### src/rtl/bpred_resolve_unit.sv
// bpred_resolve_unit: queues fetch predictions in order, resolves them against ALU outcomes, emits update/redirect.
// Optional BPRED_RESOLVE_STATS_EN adds saturating stat_branches/stat_misses counters.
module bpred_resolve_unit #(
   parameter int DEPTH       = 4,
   parameter int BIMODAL_W   = 12,
   parameter int RECOVER_CYC = 2
) (
   input  logic                 clk,
   input  logic                 reset,
   input  logic                 fetch_push,
   input  logic [31:0]          fetch_PC4,
   input  logic                 fetch_p_dir,
   input  logic [31:0]          fetch_p_target,
   input  logic [BIMODAL_W-1:0] fetch_bimodal,
   output logic                 bpred_full,
   input  logic                 resolve_valid,
   input  logic                 resolve_dir,
   input  logic [31:0]          resolve_target,
   output logic                 execute_bpredictor_update,
   output logic [31:0]          execute_bpredictor_PC4,
   output logic [31:0]          execute_bpredictor_target,
   output logic                 execute_bpredictor_dir,
   output logic                 execute_bpredictor_miss,
   output logic [BIMODAL_W-1:0] execute_bpredictor_bimodal,
   output logic                 redirect_valid,
   output logic [31:0]          redirect_pc,
   output logic                 err_underflow
`ifdef BPRED_RESOLVE_STATS_EN
   ,
   output logic [31:0]          stat_branches,
   output logic [31:0]          stat_misses
`endif
);
   localparam int AW = $clog2(DEPTH);
   localparam int CW = $clog2(RECOVER_CYC + 1) + 1;
   typedef enum logic {RUN, RECOVER} state_e;
   state_e state_q, state_d;
   logic [CW-1:0] cnt_q, cnt_d;
   logic [AW:0] head_q, head_d, tail_q, tail_d;
   logic [31:0] pc4_mem [DEPTH];
   logic [31:0] tgt_mem [DEPTH];
   logic [BIMODAL_W-1:0] bim_mem [DEPTH];
   logic [DEPTH-1:0] dir_mem;
   logic [AW-1:0] hd;
   logic empty, run, pop, miss, push;
   logic upd_q, dir_q, miss_q, redir_q, err_q;
   logic [31:0] pc4_q, tgt_q, rpc_q;
   logic [BIMODAL_W-1:0] bim_q;
   assign hd = head_q[AW-1:0];
   assign empty = head_q == tail_q;
   assign bpred_full = (head_q ^ tail_q) == {1'b1, {AW{1'b0}}};
   assign run = state_q == RUN;
   assign pop = resolve_valid & run & ~empty;
   assign miss = pop & ((dir_mem[hd] != resolve_dir) | (resolve_dir & (tgt_mem[hd] != resolve_target)));
   // a pop frees a slot in the same cycle, so a full queue still accepts the push
   assign push = fetch_push & run & (~bpred_full | pop) & ~miss;
   always_comb begin
      head_d = miss ? tail_q : head_q + (AW+1)'(pop);
      tail_d = tail_q + (AW+1)'(push);
      state_d = state_q;
      cnt_d = cnt_q;
      if (miss) begin
         state_d = (RECOVER_CYC == 0) ? RUN : RECOVER;
         cnt_d = CW'(RECOVER_CYC);
      end else if (!run) begin
         state_d = (cnt_q <= CW'(1)) ? RUN : RECOVER;
         cnt_d = cnt_q - CW'(1);
      end
   end
   always_ff @(posedge clk) begin
      if (push) begin
         pc4_mem[tail_q[AW-1:0]] <= fetch_PC4;
         tgt_mem[tail_q[AW-1:0]] <= fetch_p_target;
         bim_mem[tail_q[AW-1:0]] <= fetch_bimodal;
         dir_mem[tail_q[AW-1:0]] <= fetch_p_dir;
      end
   end
   always_ff @(posedge clk or negedge reset) begin
      if (!reset) begin
         state_q <= RUN;
         cnt_q <= '0;
         head_q <= '0;
         tail_q <= '0;
         upd_q <= 1'b0;
         dir_q <= 1'b0;
         miss_q <= 1'b0;
         redir_q <= 1'b0;
         err_q <= 1'b0;
         pc4_q <= '0;
         tgt_q <= '0;
         rpc_q <= '0;
         bim_q <= '0;
      end else begin
         state_q <= state_d;
         cnt_q <= cnt_d;
         head_q <= head_d;
         tail_q <= tail_d;
         upd_q <= pop;
         redir_q <= miss;
         err_q <= err_q | (resolve_valid & ~pop);
         if (pop) begin
            pc4_q <= pc4_mem[hd];
            bim_q <= bim_mem[hd];
            tgt_q <= resolve_target;
            dir_q <= resolve_dir;
            miss_q <= miss;
         end
         if (miss) rpc_q <= resolve_dir ? resolve_target : pc4_mem[hd];
      end
   end
   assign execute_bpredictor_update = upd_q;
   assign execute_bpredictor_PC4 = pc4_q;
   assign execute_bpredictor_target = tgt_q;
   assign execute_bpredictor_dir = dir_q;
   assign execute_bpredictor_miss = miss_q;
   assign execute_bpredictor_bimodal = bim_q;
   assign redirect_valid = redir_q;
   assign redirect_pc = rpc_q;
   assign err_underflow = err_q;
`ifdef BPRED_RESOLVE_STATS_EN
   logic [31:0] br_q, ms_q;
   always_ff @(posedge clk or negedge reset) begin
      if (!reset) begin
         br_q <= '0;
         ms_q <= '0;
      end else begin
         if (pop && !(&br_q)) br_q <= br_q + 32'd1;
         if (miss && !(&ms_q)) ms_q <= ms_q + 32'd1;
      end
   end
   assign stat_branches = br_q;
   assign stat_misses = ms_q;
`endif
endmodule
### config.mk
export PLATFORM = sky130hd
export DESIGN_NAME = bpred_resolve_unit
export DESIGN_NICKNAME = d
export VERILOG_FILES = /design/src/rtl/bpred_resolve_unit.sv
export SDC_FILE = /design/constraint.sdc
export NUM_CORES = 1
export LEC_CHECK = 0
export CORE_MARGIN = 3
export CORE_UTILIZATION = 59
export DETAILED_ROUTE_END_ITERATION = 8
export PLACE_DENSITY = 0.95
export SYNTH_ARGS = -nofsm -noshare
export SYNTH_HDL_FRONTEND = slang
export SYNTH_SLANG_ARGS = --single-unit
### constraint.sdc
create_clock -name clk -period 20.4 [get_ports clk]
set_input_delay 5.1 -clock clk [delete_from_list [all_inputs] [get_ports clk]]
set_output_delay 5.1 -clock clk [all_outputs]
set_load 0.005 [all_outputs]
Word level (Yosys, flattened, before mapping)
Memory sizes are Yosys's and may differ from the RTL's. A register that Yosys moved wholly into a read port is not among the register bits.
Cells that the tools add are included.
{"block": "word_totals", "register_bits": 115, "latchBits": 0, "ramBits": 304, "romBits": 0, "in_bits": 114, "out_inout_bits": 114, "elab_cells": 61, "mem_count": 3}
{"memory": "pc4_mem", "words": 4, "width": 32, "read_ports": 1, "rd_clocked_by_memory_dff": 0, "wr": 1, "line_no": "40", "source": "logic [31:0] pc4_mem [DEPTH];"}
{"memory": "tgt_mem", "words": 4, "width": 32, "read_ports": 1, "rd_clocked_by_memory_dff": 0, "wr": 1, "line_no": "41", "source": "logic [31:0] tgt_mem [DEPTH];"}
{"memory": "bim_mem", "words": 4, "width": 12, "read_ports": 1, "rd_clocked_by_memory_dff": 1, "wr": 1, "line_no": "42", "source": "logic [BIMODAL_W-1:0] bim_mem [DEPTH];"}
{"block": "op_classes", "addsub": 3, "n_mul": 0, "n_div": 0, "magnitude_cmp": 4, "eq_ne": 4, "shift": 0, "muxes": 14, "bitwise": 17, "reduce_logical": 3}
{"op": "$mux 32", "count": 1}
{"op": "$ne 32x32->1", "count": 1}
{"op": "$mux 3", "count": 3}
{"op": "$and 1x1->1", "count": 8}
{"op": "$mux 1", "count": 7}
{"op": "$add 3x1->3", "count": 2}
{"op": "$lt 2x3->1 const B", "count": 2}
{"op": "$not 1->1", "count": 5}
{"op": "$bwmux 4", "count": 1}
{"op": "$eq 3x3->1", "count": 1}
{"op": "$eq 3x3->1 const B", "count": 1}
{"op": "$le 3x1->1 const B", "count": 1}
{"op": "$or 1x1->1", "count": 3}
{"op": "$sub 3x1->3 const B", "count": 1}
{"op": "$xor 3x3->3", "count": 1}
{"op": "$bmux 1 s2", "count": 1}
{"op": "$demux 1 s2", "count": 1}
{"op": "$ge 2x1->1 const B", "count": 1}
{"op": "$reduce_bool 2->1", "count": 1}
{"op": "$logic_and 1x1->1", "count": 1}
{"op": "$logic_not 1->1", "count": 1}
{"op": "$ne 1x1->1", "count": 1}

Logic depth before layout (Yosys ltp)
{"block": "logic_depth", "word_depth": 9, "mapped_depth": 14, "depth_no_buf": 10}

Least setup slack after synthesis
OpenSTA, ideal clock, no wires.
{"block": "synth_path", "path_kind": "input to register", "startpoint": "in resolve_dir", "endpoint": "mem bim_mem[0][0], enable pin", "setup_ns": 0.702, "t_arrival_ns": 13.714, "required_time_ns": 19.698, "setup_slack_ns": 5.984, "cell_stages": 8, "path_buffers": 2, "cell_sequence": "buf_1 o31a_1 and4_1 o2111ai_1 nor4_2 a21oi_4 buf_6 nor4_1"}
{"block": "synth_via", "elab_chain_len": 7, "elab_cells_between_ends": 8, "classes_between": "1 x eq/ne; 2 x mux; 5 x bitwise"}
{"item": "start: declaration", "line_no": "17", "source": "input logic resolve_dir,"}
{"item": "$ne 1x1->1 or $and 1x1->1 (tied branches)", "line_no": "54", "source": "assign miss = pop & ((dir_mem[hd] != resolve_dir) | (resolve_dir & (tgt_mem[hd] != resolve_target)));"}
{"item": "$or 1x1->1 (*)", "line_no": "54"}
{"item": "$and 1x1->1 (*)", "line_no": "54"}
{"item": "net miss", "line_no": "45", "source": "logic empty, run, pop, miss, push;"}
{"item": "$not 1->1 (*)", "line_no": "56", "source": "assign push = fetch_push & run & (~bpred_full | pop) & ~miss;"}
{"item": "$and 1x1->1 (*)", "line_no": "56"}
{"item": "$mux 1 (*)", "line_no": "71", "source": "if (push) begin"}
{"item": "$mux 1 (implied by the code) (*)", "line_no": "74", "source": "bim_mem[tail_q[AW-1:0]] <= fetch_bimodal;"}
{"item": "end: declaration", "line_no": "42"}
The timed path passes the listed nets; every way through them passes the cells marked *.

Worst setup path after layout
{"block": "layout_path", "startpoint": "in resolve_target[29]", "endpoint": "mem tgt_mem[0][15], enable pin"}
{"block": "layout_via", "elab_chain_len": 8}
{"item": "start: declaration", "line_no": "18", "source": "input logic [31:0] resolve_target,"}
{"item": "$ne 32x32->1", "line_no": "54"}
{"item": "$and 1x1->1", "line_no": "54"}
{"item": "$or 1x1->1", "line_no": "54"}
{"item": "$and 1x1->1", "line_no": "54"}
{"item": "$not 1->1", "line_no": "56"}
{"item": "$and 1x1->1", "line_no": "56"}
{"item": "$mux 1", "line_no": "71"}
{"item": "$mux 1 (implied by the code)", "line_no": "73", "source": "tgt_mem[tail_q[AW-1:0]] <= fetch_p_target;"}
{"item": "end: declaration", "line_no": "41"}
Every way passes these cells.

==> results.cfg <==
[power_and_ir_drop]
total_power_mw = 3.070
ir_drop_v = 0.00009803
p_leak_nw = 7.338
power_density_nw_per_um2 = 147.6

[die]
io_pins = 228
fp.dieArea_um2 = 30580
die_y_um = 174.9
die_x_um = 174.9
start_util_pct = 60.24
placeableCoreArea_um2 = 27930
row_count = 61

[global_route]
grt_pass1_wl_um = 57100
track_usage_pct = 24.77
grt.overflow.total = 0
grt_max_degree = 81
antenna_found_initial = 7
grt_pass1_vias = 9301

[routing]
drc = 0
routed_via_density = 5.951
wl_per_cell_um = 25.86
drt_iter0_markers = 641
first_pass_iters = 5
vias = 8706
ant_nets = 0
routed_wl_um = 37840

[synthesis]
synth_fa_ha_area_share_pct = 0.4461
muxShareOfSynthArea_pct = 20.51
synth_top_family_by_area = multiplexers
yosysWarningCount = 0
synth_area_um2 = 16830
synth-simple-area-share_pct = 1.234
syn-num-nets = 928
ys_ff_latch = 431
synth-edff-count = 308
yosysTopAreaCellShare_pct = 54.96
async_flop_share_pct = 28.54
synth_compound_area_share_pct = 1.242
synth_cell_types = 42
synth.area.top_cells = edfxtp_1 (55%), dfrtp_1 (18%), mux4_2 (9.0%)
synth-main-ff-cell = edfxtp_1
netlist_instances = 808
synth_commonest_cells = edfxtp_1 (308), dfrtp_1 (123), mux2_2 (116)
synth_top_area_cell = edfxtp_1
seq_area_frac_synth_pct = 73.25
avgSynthCellArea_um2 = 20.83
yosysMostFrequentCell = edfxtp_1
synth_xor_area_share_pct = 1.822

[clock_network]
cts_root_buf = clkbuf_16
numCtsBuffers = 42
cts_sinks = 431
cts_setup_buffers = 0
cts_tree = done
cts_buffer_depth = 3
cts.clk_slew.worst_paths_ns = 0.06
cts_resized = 0
post_cts_hold_buffer_count = 0
clock_latency_ns = 0.52
htreeDepth = 2

[placed_design]
gp_congestion = 0.8504
dpl_worst_slack_ns = 11.09
portBuffers = 227
dp_hpwl_um = 23850

[worst_setup_path]
cp.arrival_ns = 8.95
crit_type = in2reg
cp_max_fo = 71
worstPathRequired_ns = 20.52
cp-end-kind = register
startpoint_type = input port

[cells_and_area]
areaGrowthSynthToFinish_pct = 23.60
final_nets = 1174
drive_above_1_share_pct = 26.94

[sta]
tightestPinTransition_ns = 1.153
finalCritPeriodShare_pct = 43.27
tns_ns = 0
max_freq_mhz = 113.3
fin_ws_ns = 11.57
min_period_ns = 8.827
rsz0062_at_grt = false
finClkSkew_ns = 0.01730
finalHoldViolations = 0
setup_viol = 0
slew_headroom_pct = 23.13
slew_violations = 0

[job]
maxCapViolCount = 0

[run_status]
status = completed

[worst_hold_path]
min_path_type = reg2reg
==> area by class of cell <==
cell class	instances	area (um^2)
Antenna cell	1	2.502
Sequential cell	431	12330
Clock inverter	14	153.9
Tap cell	378	473.0
Multi-Input combinational cell	334	4289
Timing Repair Buffer	238	2351
Fill cell	1545	7136
Inverter	7	26.28
Clock buffer	60	1169
==> report_power, final <==
group	internal, mW	total (mW)	switching (mW)	leakage, nW
combinational	0.597	1.03	0.438	2.46
sequential	1.17	1.30	0.123	4.24
clock	0.436	0.740	0.304	0.644
total	2.21	3.07	0.865	7.34
==> flip-flops by register name (all words and copies together) (netlist names) <==
| register | cells |
|---|---|
| bim_mem | 48 |
| cnt_q | 3 |
| dir_mem | 4 |
| err_underflow | 1 |
| execute_bpredictor_PC4 | 32 |
| execute_bpredictor_bimodal | 12 |
| execute_bpredictor_dir | 1 |
| execute_bpredictor_miss | 1 |
| execute_bpredictor_target | 32 |
| execute_bpredictor_update | 1 |
| head_q | 3 |
| pc4_mem | 128 |
| redirect_pc | 32 |
| redirect_valid | 1 |
| state_q | 1 |
| tail_q | 3 |
| tgt_mem | 128 |
==> worst max-delay path: stages <==
cell,delay [ns]
clkdlybuf4s50_1,0.60
and2_1,0.27
a32oi_1,0.14
and4_1,0.21
o2111ai_1,0.13
nor4_2,0.38
a21oi_4,0.28
nor4_2,0.80
buf_4,0.92
==> metrics by stage <==
stage	util, %	std cells	instance area, um^2	hold slack [ns]
6_report	74.46	1463	20800	0.4962
5_1_grt	74.46	1463	20800	0.5196
3_3_place_gp	69.71	1388	19470	0.4407
3_5_place_dp	69.71	1388	19470	0.4847
2_1_floorplan	-	808	16830	0.4510
4_1_cts	74.45	1462	20800	0.4971
==> cell families after synthesis <==
logic type | after synthesis
and+or+nand+nor | 33
DFF | 431
xor gates and xnor gates | 35
adders and majority gates | 6
AOI/OAI and AO/OA | 28
muxes | 232
buffers and inverters | 43
==> cells in the final DEF (no fill, tap or decap), types with 4 or more instances in the layout <==
master | netlist | final
clkinv_2 | 0 | 5
dfrtp_1 | 123 | 121
nand2_1 | 6 | 6
o21ai_0 | 5 | 5
a21o_1 | 4 | 4
clkbuf_16 | 0 | 42
mux2_2 | 116 | 116
buf_4 | 1 | 11
edfxtp_1 | 308 | 308
xor2_1 | 6 | 6
xnor2_1 | 29 | 29
nand4_1 | 4 | 4
mux2_4 | 29 | 29
mux2i_1 | 20 | 20
clkbuf_1 | 15 | 13
inv_1 | 7 | 7
ha_1 | 6 | 6
clkbuf_8 | 0 | 5
clkdlybuf4s50_1 | 0 | 225
clkinv_1 | 0 | 4
mux4_2 | 67 | 67
nor2_1 | 8 | 8
==> routing by layer <==
metal  vias to the layer above  wire length [um]  global-route usage [%]
li1                       3707                 -                       -
met4                        12               808                   5.785
met2                       371             19470                   42.20
met3                        67              2922                   5.606
met1                      4549             14540                   33.20
met5                         -                87                       0
==> worst paths after layout <==
check                                        start                            end  slack (ns)  cells past startpoint
max in group asynchronous                    reset                      head_q[1]       14.54                      2
hold / removal             execute_bpredictor_miss        execute_bpredictor_miss        0.50                      1
setup reg to reg                         head_q[0]                 tgt_mem[0][15]       15.11                      8
min in group asynchronous                    reset  execute_bpredictor_target[11]        4.57                      1
setup / recovery                resolve_target[29]                 tgt_mem[0][15]       11.57                      9
hold reg to reg            execute_bpredictor_miss        execute_bpredictor_miss        0.50                      1
No activity file was read; power rests on OpenSTA's default activity.
